**src/rtl/tcdm_resv_pkg.sv**
```systemverilog
// Shared AMO encodings for the TCDM LR/SC reservation table.
package tcdm_resv_pkg;

  localparam logic [3:0] AmoNone = 4'h0;
  localparam logic [3:0] AmoLR   = 4'hA;
  localparam logic [3:0] AmoSC   = 4'hB;

endpackage

```
**src/rtl/tcdm_resv_slot_finder.sv**
```systemverilog
// Combinational lookup over the reservation slots: owner slot, free slot and
// the mask of valid slots holding the requested word.
module tcdm_resv_slot_finder #(
  parameter int unsigned NumSlots = 4,
  parameter int unsigned IdxW     = (NumSlots > 1) ? $clog2(NumSlots) : 1
) (
  input  logic [NumSlots-1:0] valid,
  input  logic [NumSlots-1:0] id_match,
  input  logic [NumSlots-1:0] addr_match,
  output logic [IdxW-1:0]     owner_idx,
  output logic                owner_hit,
  output logic [NumSlots-1:0] addr_mask,
  output logic [IdxW-1:0]     free_idx,
  output logic                free_hit
);

  always_comb begin
    owner_idx = '0;
    owner_hit = 1'b0;
    free_idx  = '0;
    free_hit  = 1'b0;
    addr_mask = valid & addr_match;
    // Walk downwards so the lowest matching index is the one that sticks.
    for (int i = NumSlots - 1; i >= 0; i--) begin
      if (valid[i] && id_match[i]) begin
        owner_idx = IdxW'(i);
        owner_hit = 1'b1;
      end
      if (!valid[i]) begin
        free_idx = IdxW'(i);
        free_hit = 1'b1;
      end
    end
  end

endmodule

```
**src/rtl/tcdm_reservation_table.sv**
```systemverilog
// Per-bank multi-slot LR/SC reservation monitor in a one-deep elastic slice.
// Optional SC statistics counters are built when TCDM_RESV_STATS_EN is defined.
module tcdm_reservation_table
  import tcdm_resv_pkg::*;
#(
  parameter int unsigned NumSlots    = 4,
  parameter int unsigned AddrWidth   = 32,
  parameter int unsigned DataWidth   = 32,
  parameter int unsigned MetaWidth   = 16,
  parameter int unsigned CoreIdWidth = 8,
  parameter int unsigned BeWidth     = DataWidth / 8,
  parameter int unsigned OccWidth    = $clog2(NumSlots + 1)
) (
  input  logic                   clk_i,
  input  logic                   rst_ni,
  input  logic                   in_valid_i,
  output logic                   in_ready_o,
  input  logic [AddrWidth-1:0]   in_addr_i,
  input  logic [3:0]             in_amo_i,
  input  logic                   in_write_i,
  input  logic [DataWidth-1:0]   in_wdata_i,
  input  logic [BeWidth-1:0]     in_be_i,
  input  logic [CoreIdWidth-1:0] in_core_id_i,
  input  logic [MetaWidth-1:0]   in_meta_i,
  output logic                   out_valid_o,
  input  logic                   out_ready_i,
  output logic [AddrWidth-1:0]   out_addr_o,
  output logic [3:0]             out_amo_o,
  output logic                   out_write_o,
  output logic [DataWidth-1:0]   out_wdata_o,
  output logic [BeWidth-1:0]     out_be_o,
  output logic [MetaWidth-1:0]   out_meta_o,
  output logic                   out_sc_fail_o,
  output logic [OccWidth-1:0]    occupancy_o,
  output logic [31:0]            sc_success_cnt_o,
  output logic [31:0]            sc_fail_cnt_o
);

  localparam int unsigned OffW  = (BeWidth > 1) ? $clog2(BeWidth) : 0;
  localparam int unsigned WordW = AddrWidth - OffW;
  localparam int unsigned IdxW  = (NumSlots > 1) ? $clog2(NumSlots) : 1;

  typedef struct packed {
    logic                   valid;
    logic [CoreIdWidth-1:0] core_id;
    logic [WordW-1:0]       word_addr;
  } slot_t;

  slot_t            slots_q [NumSlots];
  slot_t            slots_d [NumSlots];
  logic [IdxW-1:0]  ptr_q, ptr_d;
  logic [OccWidth-1:0] occ_d;

  logic [NumSlots-1:0] valid_vec, id_match, addr_match, addr_mask, both_match;
  logic [IdxW-1:0]     owner_idx, free_idx;
  logic                owner_hit, free_hit;
  logic [WordW-1:0]    in_word;
  logic                accept, is_lr, is_sc, sc_ok;

  assign in_word    = in_addr_i[AddrWidth-1:OffW];
  assign in_ready_o = !out_valid_o || out_ready_i;
  assign accept     = in_valid_i && in_ready_o;
  assign is_lr      = (in_amo_i == AmoLR) && !in_write_i;
  assign is_sc      = (in_amo_i == AmoSC) && in_write_i;
  assign sc_ok      = is_sc && (|both_match);

  always_comb begin
    for (int i = 0; i < NumSlots; i++) begin
      valid_vec[i]  = slots_q[i].valid;
      id_match[i]   = slots_q[i].core_id == in_core_id_i;
      addr_match[i] = slots_q[i].word_addr == in_word;
    end
    both_match = valid_vec & id_match & addr_match;
  end

  tcdm_resv_slot_finder #(
    .NumSlots (NumSlots),
    .IdxW     (IdxW)
  ) u_finder (
    .valid      (valid_vec),
    .id_match   (id_match),
    .addr_match (addr_match),
    .owner_idx  (owner_idx),
    .owner_hit  (owner_hit),
    .addr_mask  (addr_mask),
    .free_idx   (free_idx),
    .free_hit   (free_hit)
  );

  // All decisions read the pre-update table; slots_d is the post-accept image.
  always_comb begin
    for (int i = 0; i < NumSlots; i++) slots_d[i] = slots_q[i];
    ptr_d = ptr_q;
    if (accept) begin
      if (is_lr) begin
        if (owner_hit) begin
          slots_d[owner_idx].word_addr = in_word;
        end else if (free_hit) begin
          slots_d[free_idx] = '{valid: 1'b1, core_id: in_core_id_i, word_addr: in_word};
        end else begin
          slots_d[ptr_q] = '{valid: 1'b1, core_id: in_core_id_i, word_addr: in_word};
          ptr_d = (ptr_q == IdxW'(NumSlots - 1)) ? '0 : ptr_q + 1'b1;
        end
      end else if (is_sc) begin
        if (sc_ok) begin
          for (int i = 0; i < NumSlots; i++) if (addr_mask[i]) slots_d[i].valid = 1'b0;
        end else if (owner_hit) begin
          slots_d[owner_idx].valid = 1'b0;
        end
      end else if (in_write_i || (in_amo_i != AmoNone)) begin
        for (int i = 0; i < NumSlots; i++) if (addr_mask[i]) slots_d[i].valid = 1'b0;
      end
    end
    occ_d = '0;
    for (int i = 0; i < NumSlots; i++) occ_d = occ_d + OccWidth'(slots_d[i].valid);
  end

  always_ff @(posedge clk_i or negedge rst_ni) begin
    if (!rst_ni) begin
      for (int i = 0; i < NumSlots; i++) slots_q[i] <= '0;
      ptr_q         <= '0;
      occupancy_o   <= '0;
      out_valid_o   <= 1'b0;
      out_addr_o    <= '0;
      out_amo_o     <= '0;
      out_write_o   <= 1'b0;
      out_wdata_o   <= '0;
      out_be_o      <= '0;
      out_meta_o    <= '0;
      out_sc_fail_o <= 1'b0;
    end else begin
      for (int i = 0; i < NumSlots; i++) slots_q[i] <= slots_d[i];
      ptr_q       <= ptr_d;
      occupancy_o <= occ_d;
      if (in_ready_o) out_valid_o <= in_valid_i;
      if (accept) begin
        out_addr_o    <= in_addr_i;
        out_amo_o     <= in_amo_i;
        out_write_o   <= in_write_i && !(is_sc && !sc_ok);
        out_wdata_o   <= in_wdata_i;
        out_be_o      <= (is_sc && !sc_ok) ? '0 : in_be_i;
        out_meta_o    <= in_meta_i;
        out_sc_fail_o <= is_sc && !sc_ok;
      end
    end
  end

`ifdef TCDM_RESV_STATS_EN
  logic [31:0] succ_q, fail_q;

  always_ff @(posedge clk_i or negedge rst_ni) begin
    if (!rst_ni) begin
      succ_q <= '0;
      fail_q <= '0;
    end else if (accept && is_sc) begin
      if (sc_ok && (succ_q != '1)) succ_q <= succ_q + 32'd1;
      if (!sc_ok && (fail_q != '1)) fail_q <= fail_q + 32'd1;
    end
  end

  assign sc_success_cnt_o = succ_q;
  assign sc_fail_cnt_o    = fail_q;
`else
  assign sc_success_cnt_o = '0;
  assign sc_fail_cnt_o    = '0;
`endif

endmodule

```
**config.mk**
```make
export PLATFORM = sky130hd
export DESIGN_NAME = tcdm_reservation_table
export DESIGN_NICKNAME = d
export VERILOG_FILES = /design/src/rtl/tcdm_resv_pkg.sv /design/src/rtl/tcdm_resv_slot_finder.sv /design/src/rtl/tcdm_reservation_table.sv
export SDC_FILE = /design/constraint.sdc
export NUM_CORES = 1
export LEC_CHECK = 0
export CORE_ASPECT_RATIO = 1.75
export CORE_UTILIZATION = 40
export CTS_BUF_LIST = sky130_fd_sc_hd__clkbuf_4
export DETAILED_ROUTE_END_ITERATION = 7
export PLACE_DENSITY = 0.65
export SKIP_CTS_REPAIR_TIMING = 1
export SLEW_MARGIN = 20
export SYNTH_ARGS = -nofsm -noshare
export SYNTH_HDL_FRONTEND = slang
export SYNTH_SLANG_ARGS = --single-unit
```
**constraint.sdc**
```tcl
create_clock -name clk_i -period 3.3 [get_ports clk_i]
set_clock_uncertainty 0.1 [all_clocks]
set_input_delay 0.66 -clock clk_i [delete_from_list [all_inputs] [get_ports clk_i]]
set_output_delay 0.66 -clock clk_i [all_outputs]
set_load 0.005 [all_outputs]
```
Yosys cells after proc, flatten, opt, wreduce, memory -nomap -nowiden --
Cells that the tools add are included.
Storage, ports and cells: bits in read-only memories 0, register bits after elaboration 252, RAM bits 0, output and inout bits 159, input port bits 101, word-level logic and storage cells 136, bits in latches 0, memories kept 0
Cells by class: muxes and demuxes 59, reduce and logical (&&, ||, !) cells 25, divide/modulo/power cells 0, equality and inequality tests 12, add/subtract/negate cells 4, shifts and indexed selects 0, multipliers 0, bitwise gates (word level) 8, $lt $le $gt $ge 6
Operator list (count):
- 156-bit two-way mux | 5
- 156-bit bitwise mux | 4
- 39-bit demux with 2-bit select | 4
- 38-bit two-way mux | 8
- 30-bit == test | 4
- 39-bit two-way mux | 3
- 8-bit == test | 4
- 30-bit two-way mux | 1
- 1-bit two-way mux | 24
- 2-bit two-way mux | 9
- 1-bit logical AND | 13
- 4-bit AND | 3
- 3-bit greater-or-equal comparator, second input constant | 3
- 3-bit by 1-bit < comparator with 1-bit output, second input constant | 3
- 2-bit NOT with 3-bit output | 3
- 4-bit == test, second input constant | 2
- 4-bit AND reduction | 2
- 1-bit logical NOT | 4
- 4-bit two-way mux | 1
- 2-bit nonzero test | 2
- 4-bit nonzero test | 1
- 4-bit OR reduction | 1
- 2-bit by 1-bit adder with 3-bit output | 1
- 3-bit by 1-bit adder with 3-bit output | 1
- 6 further kinds | 8

Logic depth before layout (Yosys ltp) --
Gate-level depths: netlist of run 1.
word-level depth 20, mapped depth 12, depth with buffers taken out 10

By module --
From an unflattened synthesis of run 1, not the netlist that was laid out.
Unflattened totals: cell total of the unflattened synthesis 1122, area total of the unflattened synthesis 12494.5 um2
Modules (own cells, without submodules):
- tcdm_reservation_table | seq. area each 6306.0 um2, area each 12391.9 um2, times used 1, cells each 1106
- tcdm_resv_slot_finder | seq. area each 0.0 um2, area each 102.6 um2, times used 1, cells each 16

Least setup slack after synthesis of run 1 --
Ideal clock, no wire load.
path type input-to-reg, start point input in_addr_i[15], end point register occupancy_o[1], buffers on the path 1, setup time 0.126 ns, setup slack -0.134 ns, stages 11, required time 3.074 ns, data arrival time 3.209 ns, cells stage by stage buf_2 -> xor2_1 -> nor4_1 -> nand3_1 -> nor4_1 -> a22o_1 -> nor3_1 -> a311oi_1 -> fa_1 -> ha_1 -> ha_1
RTL lines:
- start, declared | line tcdm_reservation_table.sv:18 | input logic [AddrWidth-1:0] in_addr_i,
- end signal, assigned | line tcdm_reservation_table.sv:122 | occupancy_o <= '0;
- end signal, assigned | line tcdm_reservation_table.sv:134 | occupancy_o <= occ_d;
- end, declared | line tcdm_reservation_table.sv:34 | output logic [OccWidth-1:0] occupancy_o,

==> results of run 1 <==
report_power, final:
group	total (uW)	switching (uW)	leakage [uW]	internal [uW]
combinational	1230	561	0.00413	669
clock	2510	1250	0.000442	1260
sequential	3480	146	0.00331	3330
layout make-up:
class / count / area [um^2] / area share, %
clock buffers: 85 / 638 / 4.00
inverters: 4 / 15.0 / 0.0941
clock inverters: 21 / 105 / 0.659
diodes: 1 / 2.50 / 0.0157
repair buffers: 299 / 2880 / 18.1
multi-input cells: 774 / 5520 / 34.6
well taps: 387 / 484 / 3.04
flip-flops and latches: 252 / 6310 / 39.5
synth_stat cells, types with 11 or more instances:
library cell  number
nor4_1            25
nand4_1           14
mux2_1            34
clkbuf_1          20
dfrtp_1          252
buf_4             72
nand2_1          284
mux2_2            90
nand3_1           12
mux2_4            30
buf_2             32
buf_6             11
xor2_1            89
xnor2_1           63
cell families (layout without fill, tap and decap cells):
| group | Yosys count | in the layout |
|---|---|---|
| muxes | 154 | 154 |
| buffers and inverters | 140 | 409 |
| adders and majority gates | 7 | 7 |
| other | 1 | 65 |
| and+or+nand+nor | 367 | 367 |
| AOI/OAI and AO/OA | 30 | 30 |
| xor gates and xnor gates | 152 | 152 |
| DFF | 252 | 252 |
how the worst max path moves through the flow:
stage,start,endpoint,slack [ns],cells past startpoint
6_report,in_addr_i[10],occupancy_o[1],-0.02,13
2_1_floorplan,in_addr_i[10],occupancy_o[1],0.001,11
3_5_place_dp,in_addr_i[20],occupancy_o[1],-1.08,11
4_1_cts,in_addr_i[20],occupancy_o[1],-0.29,11
5_1_grt,register,occupancy_o[1],-0.09,11
3_3_place_gp,in_addr_i[20],occupancy_o[1],-1.00,11
cell usage in the layout (no fill, tap or decap), drive strengths merged, types with 8 or more instances in the layout:
cell type      count
mux2             154
nor4              27
nand3             12
clkinv            18
conb              64
xnor2             63
clkdlybuf4s50    188
nor2               8
o21ai             10
xor2              89
clkbuf            85
buf              104
nor3              10
dfrtp            252
nand2            288
nand4             14
per-layer routing:
metal / global-route usage, % / vias up / part of all wire, %
met4: 11.0 / 0 / 4.3
met2: 39.2 / 228 / 57
met3: 3.37 / 75 / 3.4
met5: 0 / - / 0
met1: 20.7 / 4240 / 36
li1: - / 4071 / -
critical path: cells and delay by family:
family	cells	cell delay (ns)
AO/OA/AOI/OAI	2	0.57
XOR/XNOR	1	0.18
adder cells (fa/ha/maj)	3	0.87
buffers and inverters	3	0.72
AND/OR/NAND/NOR	4	0.83
through the flow:
step | utilization (%) | cells
global route | 52.9 | 1823
detailed placement | 49.8 | 1714
CTS | 52.3 | 1820
floorplan | - | 1166
finish | 52.9 | 1823
global placement | 49.8 | 1714
==> impl_metrics.tcl, run 1 <==
set metrics [dict create \
    status "finished, violations left" \
    violations "negative setup slack" \
    critical_path.max_fanout 6 \
    port_buffers 195 \
    first_iter_violations 365 \
    cp.required_ns 3.82 \
    areaGrowthSynthToFinish_pct 29.5 \
    whs_ns 0.274 \
    synth_seq_area_share_pct 51.2 \
    fin_nets 1499 \
    synth_top_area_share_pct 51.2 \
    vias 8614 \
    whs_path_depth 3 \
    hold_violations 0 \
    rr_endpoint "occupancy_o[1]" \
    die_area_um2 31500 \
    syn_inst 1103 \
    finalCriticalPeriod_ns 3.32 \
    grt_pass1_vias 9063 \
    root_buffer "clkbuf_4" \
    hold_class "in -> reg" \
    cp_slowest_stage_delay_ns 0.47 \
    die_h_um 234 \
    clockBufferDepth 3 \
    layout-drive-gt1-share_pct 24.4 \
    start_util_pct 40.8 \
    totalPowerFinal_uw 7220 \
    ys_seq_elements 252 \
    antenna_found_initial 1 \
    cts-buffers-inserted 60 \
    via_per_inst 4.73 \
    fill_cells 2714 \
    p_leak_uw 0.00788 \
    cts.htree.levels 2 \
    timing.final.ws_setup_ns -0.0226 \
    overflow 0 \
    synth_area_leaders "dfrtp_1 51%, nand2_1 8.7%, mux2_2 8.2%" \
    wirelength_um 31300 \
    drc 0 \
    synth_fa_ha_area_share_pct 0.772 \
    post-route-period-util_pct 101 \
    post_dp_cell_area_um2 15000 \
    insertion_delay_ns 0.74 \
    synth-main-ff-cell "dfrtp_1" \
    reg2regPathDepth 11 \
    async_reset_ff_share_pct 100 \
    rsz0062_at_grt "true" \
    rows 84 \
    cts.clk_slew.worst_paths_ns 0.07 \
    detailedPlace.worstSlack_ns -1.08 \
    relSlewSlack_pct 29.6 \
    grtUsageTotal_pct 20.4 \
    worstMarginPinSlew_ns 1.06 \
    peakVddDrop_v 0.000503 \
    grt_start_max_net_pins 92 \
    synth_area_per_cell_um2 11.2 \
    synth-compound-area-share_pct 1.60 \
    synth_area_um2 12300 \
    cts_tree "done" \
    setup_viol 1 \
    synth_top_family_by_area "multiplexers" \
    yosys.area_share.simple_pct 13.2 \
    ios 260 \
    critPathSlowestCell "fa_1" \
    max_cap_viol_count 0 \
    setup.worst_path.end_class "register" \
    final_max_slew_viol_count 0 \
    fin_area_um2 16000 \
    path_class "in -> reg" \
    setup_tns_ns -0.0226 \
    fmax_mhz 301 \
    synth_edf_count 0 \
    yosysTopAreaCell "dfrtp_1" \
    grt_pass1_wl_um 48800 \
    crit_top_cell "buf_4" \
    wl_per_cell_um 17.2 \
    worstPathArrival_ns 3.84 \
    ant_nets 0 \
    synth_warnings 0 \
    coreArea_um2 30200 \
    startpoint_type "input port" \
    gp_congestion 0.826 \
    rrSetupSlack_ns 0.07 \
    synth_xor_area_share_pct 10.8 \
    hp-start "in_addr_i[25]" \
    dp_hpwl_um 22400 \
    synth_cell_type_count 45 \
    firstDrtPassIters 4 \
    crit_chain "clkdlybuf4s50_1 > buf_4 > xor2_1 > nor4_2 > buf_4 > nand4_1 > nor4_4 > a21o_1 > nor3_2 > a221oi_2 > fa_1 > ha_2 > ha_4" \
    power.density_nw_per_um2 452 \
    die_w_um 135 \
    cts_sinks 252 \
    synth.mux.area_fraction_pct 15.0 \
]
Power figures use the tool's default switching activity.
==> run 2, diff against run 1 <==
Settings changed: GPL_TIMING_DRIVEN from default to 0.
==> impl_metrics.tcl, run 2 (synthesis results as in run 1) <==
set metrics [dict create \
    status "finished, violations left" \
    violations "negative setup slack" \
    cts-buffers-inserted 58 \
    pwr-share-clk_pct 35.9 \
    firstDrtPassIters 4 \
    critPathSlowestCell "nor4_2" \
    finalNonFillerCells 1822 \
    switching_share_pct 26.5 \
    worst-path-buf-inv 1 \
    final_cell_mix "284 x nand2_1, 252 x dfrtp_1, 156 x clkdlybuf4s50_1" \
    root_buffer "clkbuf_4" \
    cp_slowest_stage_delay_ns 0.47 \
    path_class "reg -> reg" \
    hold_violations 0 \
    critical_path.max_fanout 3 \
    overflow 0 \
    wirelength_um 30600 \
    p_switching_uw 1940 \
    fill_cells 2769 \
    layout-drive-gt1-share_pct 25.6 \
    wl_per_cell_um 16.8 \
    dp_hpwl_um 22000 \
    grt_pass1_wl_um 47000 \
    clockBufferDepth 3 \
    cts.clk_slew.worst_paths_ns 0.07 \
    layout.cells.most_common "nand2_1" \
    areaGrowthSynthToFinish_pct 27.8 \
    die_h_um 234 \
    finalCriticalPeriod_ns 3.46 \
    rsz0062_at_grt "true" \
    first_iter_violations 290 \
    die_w_um 135 \
    coreArea_um2 30200 \
    cts_tree "done" \
    cts_sinks 252 \
    p_comb_share_pct 16.4 \
    setup.worst_path.end_class "register" \
    worstPathArrival_ns 3.97 \
    crit_chain "xor2_1 > nor4_2 > nand4_1 > nor3_2 > and2_1 > nor3_4 > a221oi_2 > buf_4 > fa_1 > ha_2 > ha_4" \
    finish.utilization_pct 52.2 \
    detailedPlace.worstSlack_ns -1.10 \
    fin_nets 1499 \
    cp.required_ns 3.81 \
    timing.final.ws_setup_ns -0.161 \
    multi_input_area_um2 5500 \
    start_util_pct 40.8 \
    p_int_uw 5360 \
    via_per_inst 4.67 \
    grt_start_max_net_pins 86 \
    grt_pass1_vias 8556 \
    insertion_delay_ns 0.74 \
    startpoint_type "register" \
    post-place-cells 1712 \
    fmax_mhz 289 \
    grtUsageTotal_pct 19.8 \
    drc 0 \
    worstMarginPinSlew_ns 0.898 \
    hold_class "in -> reg" \
    setup_viol 3 \
    max_cap_viol_count 0 \
    ios 260 \
    antenna_found_initial 1 \
    vias 8508 \
    power.density_nw_per_um2 463 \
    ant_nets 0 \
    final_max_slew_viol_count 0 \
    crit_family "simple AND/OR/NAND/NOR gates" \
    p_leak_uw 0.00782 \
    relSlewSlack_pct 40.1 \
    gp_congestion 0.852 \
    peakVddDrop_v 0.000258 \
    ff_latch_area_um2 6310 \
    port_buffers 157 \
    cts.htree.levels 2 \
    die_area_um2 31500 \
    post-route-period-util_pct 105 \
    pwr-share-seq_pct 47.6 \
    rows 84 \
]
run 2: cell count changes in the layout (fill, tap and decap cells not counted), sizes merged:
cell and change:
clkdlybuf4s50 -32, clkbuf +23, buf +21, clkinv -6, dlymetal6s2s -6, inv -2
bufinv +1
run 2: worst min-delay path, delay by kind of cell:
family / cells / cell delay (ns)
simple gates: 2 / 0.10
buf+inv: 1 / 0.11
run 2: area by class of cell:
class / count / share of cell area (%)
Sequential cell: 252 / 40.1
Clock inverter: 14 / 0.668
Tap cell: 387 / 3.08
Inverter: 4 / 0.0954
Timing Repair Buffer: 166 / 10.7
Multi-Input combinational cell: 774 / 34.9
Clock buffer: 89 / 4.24
Buffer: 135 / 6.18
Antenna cell: 1 / 0.0159
run 2: layer usage:
layer	up-vias	wire, um	GRT usage, %
li1	4096	-	-
met1	4108	11000	20.3
met2	228	17100	38.0
met3	76	1160	3.22
met4	0	1290	9.90
met5	-	0	0
run 2: path summary, 6_finish.rpt:
check / from / end / slack (ns) / cells after the start
max: register / occupancy_o[1] / -0.16 / 11
min: in_addr_i[14] / out_addr_o[14] / 0.07 / 3
max reg2reg: register / occupancy_o[1] / -0.16 / 11
min reg2reg: out_wdata_o[26] / out_wdata_o[26] / 0.37 / 2
max in group asynchronous: rst_ni / out_be_o[1] / 1.36 / 4
min in group asynchronous: rst_ni / out_wdata_o[13] / 0.42 / 2
run 2: power groups by stage:
stage | clock network (uW) | logic [uW] | registers, uW
after floorplan | 0 | 560 | 3530
after global placement | 0 | 1170 | 3530
after detailed placement | 0 | 1200 | 3530
after CTS | 2710 | 1200 | 3470
after global routing | 2860 | 1320 | 3500
final | 2620 | 1200 | 3470
run 2: through the flow:
| stage | hold WS, ns | TNS (ns) | cell area [um^2] | power, uW |
|---|---|---|---|---|
| after floorplan | 0.264 | 0 | 12700 | 4090 |
| after global placement | 0.357 | -2403.87 | 14700 | 4700 |
| after detailed placement | 0.361 | -5.80 | 14800 | 4730 |
| after CTS | -0.202 | -1.70 | 15500 | 7380 |
| after global routing | 0.0336 | -0.526 | 15700 | 7680 |
| final | 0.0657 | -0.291 | 15700 | 7290 |
==> run 3, diff against run 2 <==
Settings changed: SETUP_SLACK_MARGIN from default to 0.05.
==> impl_metrics.tcl, run 3 (synthesis results as in run 1) <==
set metrics [dict create \
    final_cell_mix "284 x nand2_1, 252 x dfrtp_1, 156 x clkdlybuf4s50_1" \
    peakVddDrop_v 0.000313 \
    worstMarginPinSlew_ns 0.826 \
    cts_sinks 252 \
    hold_violations 0 \
    dp_hpwl_um 22400 \
    grtUsageTotal_pct 19.8 \
    start_util_pct 40.8 \
    layout.cells.most_common "nand2_1" \
    wirelength_um 30600 \
    cts.clk_slew.worst_paths_ns 0.07 \
    multi_input_area_um2 5480 \
    cts-buffers-inserted 60 \
    rsz0062_at_grt "true" \
    setup_tns_ns -0.245 \
    setup.worst_path.end_class "register" \
    grt_start_max_net_pins 87 \
    ios 260 \
    post-route-period-util_pct 104 \
    power.density_nw_per_um2 450 \
    port_buffers 157 \
    totalPowerFinal_uw 7040 \
    hold_class "in -> reg" \
    layout-drive-gt1-share_pct 24.8 \
    finalCriticalPeriod_ns 3.44 \
    via_per_inst 4.67 \
    critical_path.max_fanout 6 \
    timing.final.ws_setup_ns -0.143 \
    first_iter_violations 330 \
    status "finished, violations left" \
    rows 84 \
    violations "negative setup slack" \
    finish.utilization_pct 51.9 \
    cts.htree.levels 2 \
    insertion_delay_ns 0.72 \
    ff_latch_area_um2 6310 \
    finalNonFillerCells 1824 \
    clockBufferDepth 3 \
    firstDrtPassIters 4 \
    worstPathArrival_ns 3.95 \
    gp_congestion 0.840 \
    areaGrowthSynthToFinish_pct 27.2 \
    vias 8519 \
    grt_pass1_wl_um 47200 \
    fmax_mhz 290 \
    wl_per_cell_um 16.8 \
    die_h_um 234 \
    fill_cells 2775 \
    post-place-cells 1713 \
    path_class "reg -> reg" \
    fin_nets 1501 \
    final_max_slew_viol_count 0 \
    die_w_um 135 \
    die_area_um2 31500 \
    root_buffer "clkbuf_4" \
    relSlewSlack_pct 44.9 \
    antenna_found_initial 2 \
    cp.required_ns 3.81 \
    overflow 0 \
    grt_pass1_vias 8717 \
    drc 0 \
    cts_tree "done" \
    startpoint_type "register" \
    ant_nets 0 \
    max_cap_viol_count 0 \
    p_leak_uw 0.00781 \
    coreArea_um2 30200 \
    setup_viol 3 \
]
-- run 3: cell count changes in the layout (fill, tap and decap cells not counted), sizes merged --
| cell | before | now |
|---|---|---|
| inv | 4 | 6 |
| bufinv | 2 | 0 |
| clkinv | 12 | 22 |
| diode | 1 | 2 |
| clkbuf | 108 | 99 |
-- run 3: worst paths after layout --
check	cells after the start	end	slack, ns	start
worst max-delay path	10	occupancy_o[1]	-0.14	register
worst min-delay path	3	out_addr_o[14]	0.09	in_addr_i[14]
worst max register to register	10	occupancy_o[1]	-0.14	register
worst min register to register	2	out_amo_o[1]	0.37	out_amo_o[1]
max in group asynchronous	5	out_wdata_o[12]	1.35	rst_ni
min in group asynchronous	2	out_meta_o[0]	0.32	rst_ni
-- run 3: power breakdown --
group | switching [uW] | leakage [uW] | internal (uW) | total [uW]
logic | 545 | 0.00408 | 656 | 1200
clock network | 1250 | 0.000416 | 1120 | 2370
registers | 143 | 0.00331 | 3330 | 3470
total | 1930 | 0.00781 | 5110 | 7040
-- run 3: critical path: stages, from the launching register on --
cell      delay (ns)
dfrtp_1         0.39
xor2_1          0.17
nor4_2          0.47
nand4_1         0.19
nor3_2          0.38
and2_1          0.30
nor3_4          0.10
a221oi_4        0.33
fa_1            0.47
ha_2            0.21
ha_4            0.21
-- run 3: through the flow --
stage / hold slack, ns / cell area, um^2 / worst slack [ns]
floorplan: 0.264 / 12700 / 0.00562
finish: 0.0919 / 15700 / -0.143
global placement: 0.358 / 14700 / -9.68
global route: 0.0461 / 15700 / -0.251
detailed placement: 0.361 / 14800 / -1.16
CTS: -0.343 / 15500 / -0.706
-- run 3: final cells by class --
type / count / area share, %
flip-flops and latches: 252 / 40.2
plain buffers: 135 / 6.23
multi-input cells: 774 / 35.0
well taps: 387 / 3.09
clock inverters: 24 / 0.591
inverters: 4 / 0.0958
diodes: 2 / 0.0319
repair buffers: 166 / 10.9
clock buffers: 80 / 3.83
-- run 3: metal layers --
layer | up-vias | GRT usage [%] | part of all wire, % | wire, um
li1 | 4093 | - | - | -
met1 | 4128 | 19.7 | 35 | 10600
met2 | 230 | 38.5 | 57 | 17500
met3 | 68 | 3.26 | 3.9 | 1190
met4 | 0 | 10.5 | 4.3 | 1310
met5 | - | 0 | 0 | 0
